`src/rtl/pipe_stage_elastic.sv`:
```
// pipe_stage_elastic
// N-deep elastic pipeline register carrying a data bundle and a control
// bundle between two core stages. Every slot has its own valid bit. A slot
// moves forward when the slot ahead of it is empty or moving this cycle.
// The ready signal is resolved combinationally from the last slot back to
// slot 0. Empty slots always carry an all-zero control bundle, so a bubble
// can never trigger a register write or CSR side effect downstream.
//
// Ports:
//   clk, rst              clock; synchronous active-high reset
//   in_valid / in_ready   upstream handshake (slot 0)
//   in_data, in_ctrl      upstream data / control bundle
//   out_valid / out_ready downstream handshake (last slot)
//   out_data, out_ctrl    last-slot bundles; out_ctrl is zero when !out_valid
//   flush                 discards every in-flight beat; blocks both handshakes
//   occupancy             registered count of valid slots (0..STAGES)
//
// Optional build macro PIPE_STAGE_PERF_CNT_EN adds saturating counters:
//   stall_cnt  (32b) cycles with out_valid && !out_ready
//   bubble_cnt (32b) cycles with !out_valid && !flush
//   flush_cnt  (16b) cycles with flush asserted
//
// Parameters: DATA_W, CTRL_W, STAGES (1..8), DATA_RST_EN (1 = data is also
// cleared on reset, flush and drain; 0 = data registers simply hold).
module pipe_stage_elastic #(
  parameter int DATA_W      = 128,
  parameter int CTRL_W      = 6,
  parameter int STAGES      = 1,
  parameter int DATA_RST_EN = 0
) (
  input  logic              clk,
  input  logic              rst,
  input  logic              in_valid,
  output logic              in_ready,
  input  logic [DATA_W-1:0] in_data,
  input  logic [CTRL_W-1:0] in_ctrl,
  output logic              out_valid,
  input  logic              out_ready,
  output logic [DATA_W-1:0] out_data,
  output logic [CTRL_W-1:0] out_ctrl,
  input  logic              flush,
  output logic [3:0]        occupancy
`ifdef PIPE_STAGE_PERF_CNT_EN
  ,
  output logic [31:0]       stall_cnt,
  output logic [31:0]       bubble_cnt,
  output logic [15:0]       flush_cnt
`endif
);

  localparam int LAST = STAGES - 1;

  logic [STAGES-1:0] valid_q, valid_d;
  logic [STAGES-1:0] adv;
  logic [DATA_W-1:0] data_q [STAGES];
  logic [DATA_W-1:0] data_d [STAGES];
  logic [CTRL_W-1:0] ctrl_q [STAGES];
  logic [CTRL_W-1:0] ctrl_d [STAGES];
  logic [3:0]        occ_q, occ_d;
  logic              take, emit;

  // Value a data register takes when its slot is emptied.
  function automatic logic [DATA_W-1:0] clr_data(input logic [DATA_W-1:0] d);
    return (DATA_RST_EN != 0) ? '0 : d;
  endfunction

  // ---- ready chain: last slot back to slot 0 ----
  always_comb begin : ready_chain
    logic room;
    adv  = '0;
    room = out_ready && !flush;
    for (int i = LAST; i >= 0; i--) begin
      adv[i] = valid_q[i] && room;
      // The slot behind has room if this one is empty or moving on.
      room   = !valid_q[i] || room;
    end
    in_ready = room && !flush;
  end

  assign out_valid = valid_q[LAST] && !flush;
  assign emit      = out_valid && out_ready;
  assign take      = in_valid && in_ready;

  // ---- slot next-state ----
  always_comb begin : slot_next
    valid_d = valid_q;
    for (int i = 0; i < STAGES; i++) begin
      data_d[i] = data_q[i];
      ctrl_d[i] = ctrl_q[i];
    end

    if (take) begin
      valid_d[0] = 1'b1;
      data_d[0]  = in_data;
      ctrl_d[0]  = in_ctrl;
    end else if (adv[0]) begin
      valid_d[0] = 1'b0;
      data_d[0]  = clr_data(data_q[0]);
      ctrl_d[0]  = '0;
    end

    for (int i = 1; i < STAGES; i++) begin
      if (adv[i-1]) begin
        valid_d[i] = 1'b1;
        data_d[i]  = data_q[i-1];
        ctrl_d[i]  = ctrl_q[i-1];
      end else if (adv[i]) begin
        valid_d[i] = 1'b0;
        data_d[i]  = clr_data(data_q[i]);
        ctrl_d[i]  = '0;
      end
    end

    if (flush) begin
      valid_d = '0;
      for (int i = 0; i < STAGES; i++) begin
        data_d[i] = clr_data(data_q[i]);
        ctrl_d[i] = '0;
      end
    end
  end

  // Occupancy is tracked by transfers rather than by popcount of valid bits.
  always_comb begin : occ_next
    occ_d = occ_q;
    if (flush) begin
      occ_d = '0;
    end else if (take && !emit) begin
      occ_d = occ_q + 4'd1;
    end else if (!take && emit) begin
      occ_d = occ_q - 4'd1;
    end
  end

  // ---- slot registers ----
  always_ff @(posedge clk) begin
    if (rst) begin
      valid_q <= '0;
      occ_q   <= '0;
      for (int i = 0; i < STAGES; i++) ctrl_q[i] <= '0;
    end else begin
      valid_q <= valid_d;
      occ_q   <= occ_d;
      for (int i = 0; i < STAGES; i++) ctrl_q[i] <= ctrl_d[i];
    end
  end

  always_ff @(posedge clk) begin
    for (int i = 0; i < STAGES; i++) begin
      if (rst && (DATA_RST_EN != 0)) data_q[i] <= '0;
      else                           data_q[i] <= data_d[i];
    end
  end

  assign out_data  = data_q[LAST];
  assign out_ctrl  = out_valid ? ctrl_q[LAST] : '0;
  assign occupancy = occ_q;

`ifdef PIPE_STAGE_PERF_CNT_EN
  logic [31:0] stall_q, bubble_q;
  logic [15:0] flush_q;

  function automatic logic [31:0] sat_inc32(input logic [31:0] v);
    return (v == 32'hFFFF_FFFF) ? v : v + 32'd1;
  endfunction

  function automatic logic [15:0] sat_inc16(input logic [15:0] v);
    return (v == 16'hFFFF) ? v : v + 16'd1;
  endfunction

  // ---- performance counters ----
  always_ff @(posedge clk) begin
    if (rst) begin
      stall_q  <= '0;
      bubble_q <= '0;
      flush_q  <= '0;
    end else begin
      if (out_valid && !out_ready) stall_q  <= sat_inc32(stall_q);
      if (!out_valid && !flush)    bubble_q <= sat_inc32(bubble_q);
      if (flush)                   flush_q  <= sat_inc16(flush_q);
    end
  end

  assign stall_cnt  = stall_q;
  assign bubble_cnt = bubble_q;
  assign flush_cnt  = flush_q;
`endif

endmodule

```
`config.mk`:
```
export PLATFORM = sky130hd
export DESIGN_NAME = pipe_stage_elastic
export DESIGN_NICKNAME = d
export VERILOG_FILES = /design/src/rtl/pipe_stage_elastic.sv
export SDC_FILE = /design/constraint.sdc
export NUM_CORES = 1
export LEC_CHECK = 0
export CAP_MARGIN = 25
export CORE_MARGIN = 2
export CORE_UTILIZATION = 37
export DETAILED_ROUTE_END_ITERATION = 10
export DONT_BUFFER_PORTS = 1
export PLACE_DENSITY = 0.59
export REMOVE_ABC_BUFFERS = 1
export SYNTH_ARGS = -nofsm -noshare
export SYNTH_HDL_FRONTEND = slang
export SYNTH_SLANG_ARGS = --single-unit
```
`constraint.sdc`:
```
create_clock -name clk -period 32.3 [get_ports clk]
set_clock_uncertainty 0.1 [all_clocks]
set_input_delay 6.46 -clock clk [delete_from_list [all_inputs] [get_ports clk]]
set_output_delay 6.46 -clock clk [all_outputs]
set_load 0.05 [all_outputs]
```
* Word level (Yosys, flattened, before mapping) *
Memories as Yosys holds them, arrays and structs flattened.
Cells that the tools add are included.

cells by class
  add/sub/neg operators = 2
  muxes and demuxes = 15
  reduce and logical (&&, ||, !) cells = 17

operators with widths
  kind                                                                 number
  128-bit 2-to-1 mux                                                   2
  6-bit 2-to-1 mux                                                     5
  1-bit logical AND                                                    8
  4-bit 2-to-1 mux                                                     2
  1-bit 2-to-1 mux                                                     6
  6-bit OR reduction                                                   1
  4-bit by 1-bit adder with 4-bit output (second input constant)       1
  1-bit logical NOT                                                    4
  2-bit nonzero test                                                   2
  4-bit by 1-bit subtractor with 4-bit output (second input constant)  1
  2-bit OR reduction                                                   1
  1-bit logical OR                                                     1

storage, ports and cells
  register bits = 5
  memory bits (writable) = 134
  bits of input ports = 139
  output and inout bits = 140
  word-level logic and storage cells = 38
  memories = 2

memories
  memory  words  width  rd ports  clocked after memory_dff  write ports  line  RTL
  data_q  1      128    1         0                         1            55    logic [DATA_W-1:0] data_q [STAGES];
  ctrl_q  1      6      1         0                         1            57    logic [CTRL_W-1:0] ctrl_q [STAGES];

* Longest topological paths before layout *
  depth after elaboration = 9
  mapped depth = 9
  gate-level depth less buffers = 9

* Least setup slack after synthesis *
OpenSTA, ideal clock, no wires.

  path kind = input -> register
  start = input port flush
  end = memory data_q[0][0], enable pin
  setup time = 0.801 ns
  arrival time = 15.761 ns
  data required time = 31.399 ns
  slack = 15.639 ns
  stages = 1
  path through = nor3b_1

RTL lines
  what         line  RTL
  from (decl)  41    input logic flush,
  to (decl)    55

* Final worst setup path *
  start = input port flush
  end = output port out_ctrl[3]

between the ends
  cells in the longest elaborated chain, start to end = 3

ends and longest elaborated chain
  what               line  RTL
  1-bit logical NOT  80    assign out_valid = valid_q[LAST] && !flush;
  1-bit logical AND  80
  6-bit 2-to-1 mux   156   assign out_ctrl = out_valid ? ctrl_q[LAST] : '0;
  to (decl)          40    output logic [CTRL_W-1:0] out_ctrl,

No other way between the ends.

==> flow_summary_export.csv <==
group,metric,value,unit
routing,met2_length,5.04,mm
clock_network,htree_num_levels,4,
clock_network,clock_sinks,139,
cells_and_area,layout_common_cells,"edfxtp_1, clkbuf_16, nor2_1",
grt,antenna_found_initial,2,
timing,fin_setup_tns,0,ns
synthesis,netlist_area,4430,um^2
clock_network,cts_resized,0,
timing,slew_violations,0,
synthesis,netlist_top_cells_area,"edfxtp_1, dfxtp_1, nor2_1",
cells_and_area,drive_above_1_share,17.8,%
worst_setup_path,r2r-start,"valid_q",
worst_setup_path,cp-end-kind,"output port",
timing,hold_ws,0.411,ns
timing,rsz0062_at_grt,"no",
cells_and_area,mostFrequentLayoutCell,"edfxtp_1",
timing,finalCritPeriodShare,42.8,%
synthesis,ys_warn_count,0,
clock_network,post_cts_buffers,0,
cells_and_area,nNetsFinal,355,
synthesis,synth_seq_cells,139,
routing,routedWlPerCell,25.4,um
floorplan,start_util,38.3,%
synthesis,postSynthAreaPerCell,23.0,um^2
routing,dr_wl_met3,997,um
power,p_int,0.333,mW
timing,setup_violations,0,
routing,wl_met1,3.00,mm
placed_design,gpl.final_weighted_congestion,0.715,
synthesis,syn_inst,193,
routing,via_per_inst,5.04,
power,ir_drop,27.0,uV
cells_and_area,num-fill-cells,941,
clock_network,cts_tree,"built",
timing,hold_viol,0,
synthesis,synth.distinct_cells,25,
routing,ant_nets,0,
clock_network,max-clock-path-buffers,2,
worst_hold_path,hold_class,"flip-flop to flip-flop",
routing,drc,0,
synthesis,netlist.top_cell.by_area,"edfxtp_1",
clock_network,cts-root-buf,"clkbuf_16",
placed_design,io_buffers,0,
power,leakage,1.73,nW
worst_setup_path,critical_path_class,"primary input to output port",
timing,fmax,0.0724,GHz
grt,grt_pass1_vias,1847,
floorplan,core-area,11600,um^2
power,power_switching,0.110,mW
clock_network,clk_pin_slew,0.06,ns
grt,grt_start_max_net_pins,77,
timing,post-route-min-period,13.82,ns
cells_and_area,multiInputGateArea,352,um^2
synthesis,ys_seq_area_share,91.7,%
clock_network,postCtsHoldBufs,0,
cells_and_area,regArea,4060,um^2
placed_design,hpwl,6.86,mm
worst_hold_path,worstHoldStart,"ctrl_q[0][4]",
cells_and_area,antenna_cells,0,
worst_setup_path,startpoint_type,"primary input",
synthesis,yosysTopAreaCellShare,86.8,%
grt,grtUsageTotal,14.1,%
timing,tightest_slew,0.929,ns
routing,drt-total-wl,9.33,mm
routing,num_vias,1853,
power,pwr-share-comb,1.6,%
outcome,status,"completed",
grt,grt_pass1_wl,12.5,mm
worst_setup_path,crit_arrival,7.26,ns
power,pwr-share-seq,52.9,%
routing,drt-initial-drc-count,144,
timing,relSlewSlack,38.1,%
floorplan,io-pin-count,279,
flow_run,cap_violations,0,
worst_setup_path,worst_ep_required_time,25.74,ns
floorplan,num_rows,39,
floorplan,die_y,113,um
clock_network,clk_latency,0.40,ns
routing,drtPass1Iterations,4,
routing,dr.max_layer_used,"met5",
worst_setup_path,critPathLaunch,"flush",
grt,grt.overflow.total,0,
power,switching_share,24.8,%
floorplan,die_w,113,um
worst_setup_path,crit_path_max_fanout,8,
floorplan,die_area,12900,um^2
cells_and_area,syn_to_final_growth,18.5,%
power,p_clk_share,45.5,%
power,power_density,84.3,nW/um^2
clock_network,cts-buffers-inserted,17,
==> routing by layer <==
layer	up-vias	global-route usage, %
met2	140	23.3
li1	793	-
met3	18	8.82
met4	2	8.21
met1	900	13.3
met5	-	0
==> final timing paths <==
path,endpoint,slack (ns),cells after the start
worst max register to register,occupancy[3],29.91,9
worst min register to register,ctrl_q[0][4],0.41,2
worst min-delay path,ctrl_q[0][4],0.41,2
worst max-delay path,out_ctrl[3],18.48,3
==> cell families (layout without fill, tap and decap cells) <==
family	Yosys count	after routing	share of synthesized area [%]
simple gates	30	30	3.76
xor+xnor	2	2	0.395
compound gates	11	11	1.92
fa+ha+maj	4	4	1.30
mux	2	2	0.452
buf+inv	5	37	0.452
flops	139	139	91.7
==> synth_stat cells, drive strengths merged <==
library cell,n
and2,6
clkbuf,2
a211oi,1
buf,1
nor2,15
fa,1
nor3b,2
nand3,2
xnor2,1
a22oi,6
dfxtp,11
nand2,1
a31o,1
ha,3
a21oi,2
or2,2
mux2i,2
a211o,1
xor2,1
inv,2
nor2b,2
edfxtp,128
==> power by group through the flow <==
stage,Combinational [mW],Sequential [mW],Clock (mW)
2_1_floorplan,0.00567,0.238,0
3_3_place_gp,0.00706,0.238,0
3_5_place_dp,0.00733,0.238,0
4_1_cts,0.00730,0.234,0.206
5_1_grt,0.00814,0.234,0.214
6_report,0.00719,0.234,0.201
==> registers in the layout (all words and copies together), names as in the netlist <==
| signal | count |
|---|---|
| data_q | 128 |
| ctrl_q | 6 |
| occupancy | 4 |
| valid_q | 1 |
==> area by class of cell <==
cell class	instances	share of cell area (%)
sequential	139	77.4
clock buffer	17	8.10
multi-input combinational	49	6.70
clock inverter	15	3.81
tap	143	3.41
timing repair buffer	3	0.429
inverter	2	0.143
==> worst max-delay path, stage by stage <==
cell and delay [ns]:
nor2b_1 0.09, buf_4 0.23, and2_1 0.48
==> stage by stage <==
stage                     total power, mW  setup slack [ns]  instances  area (um^2)  utilization [%]
after floorplan                     0.244             15.64        190         4420                -
after global placement              0.245             18.49        336         4620             40.0
after detailed placement            0.245             18.48        336         4620             40.0
after CTS                           0.447             18.48        368         5250             45.4
after global routing                0.456             18.41        368         5250             45.4
final                               0.442             18.48        368         5250             45.4
No activity file was read; power rests on OpenSTA's default activity.
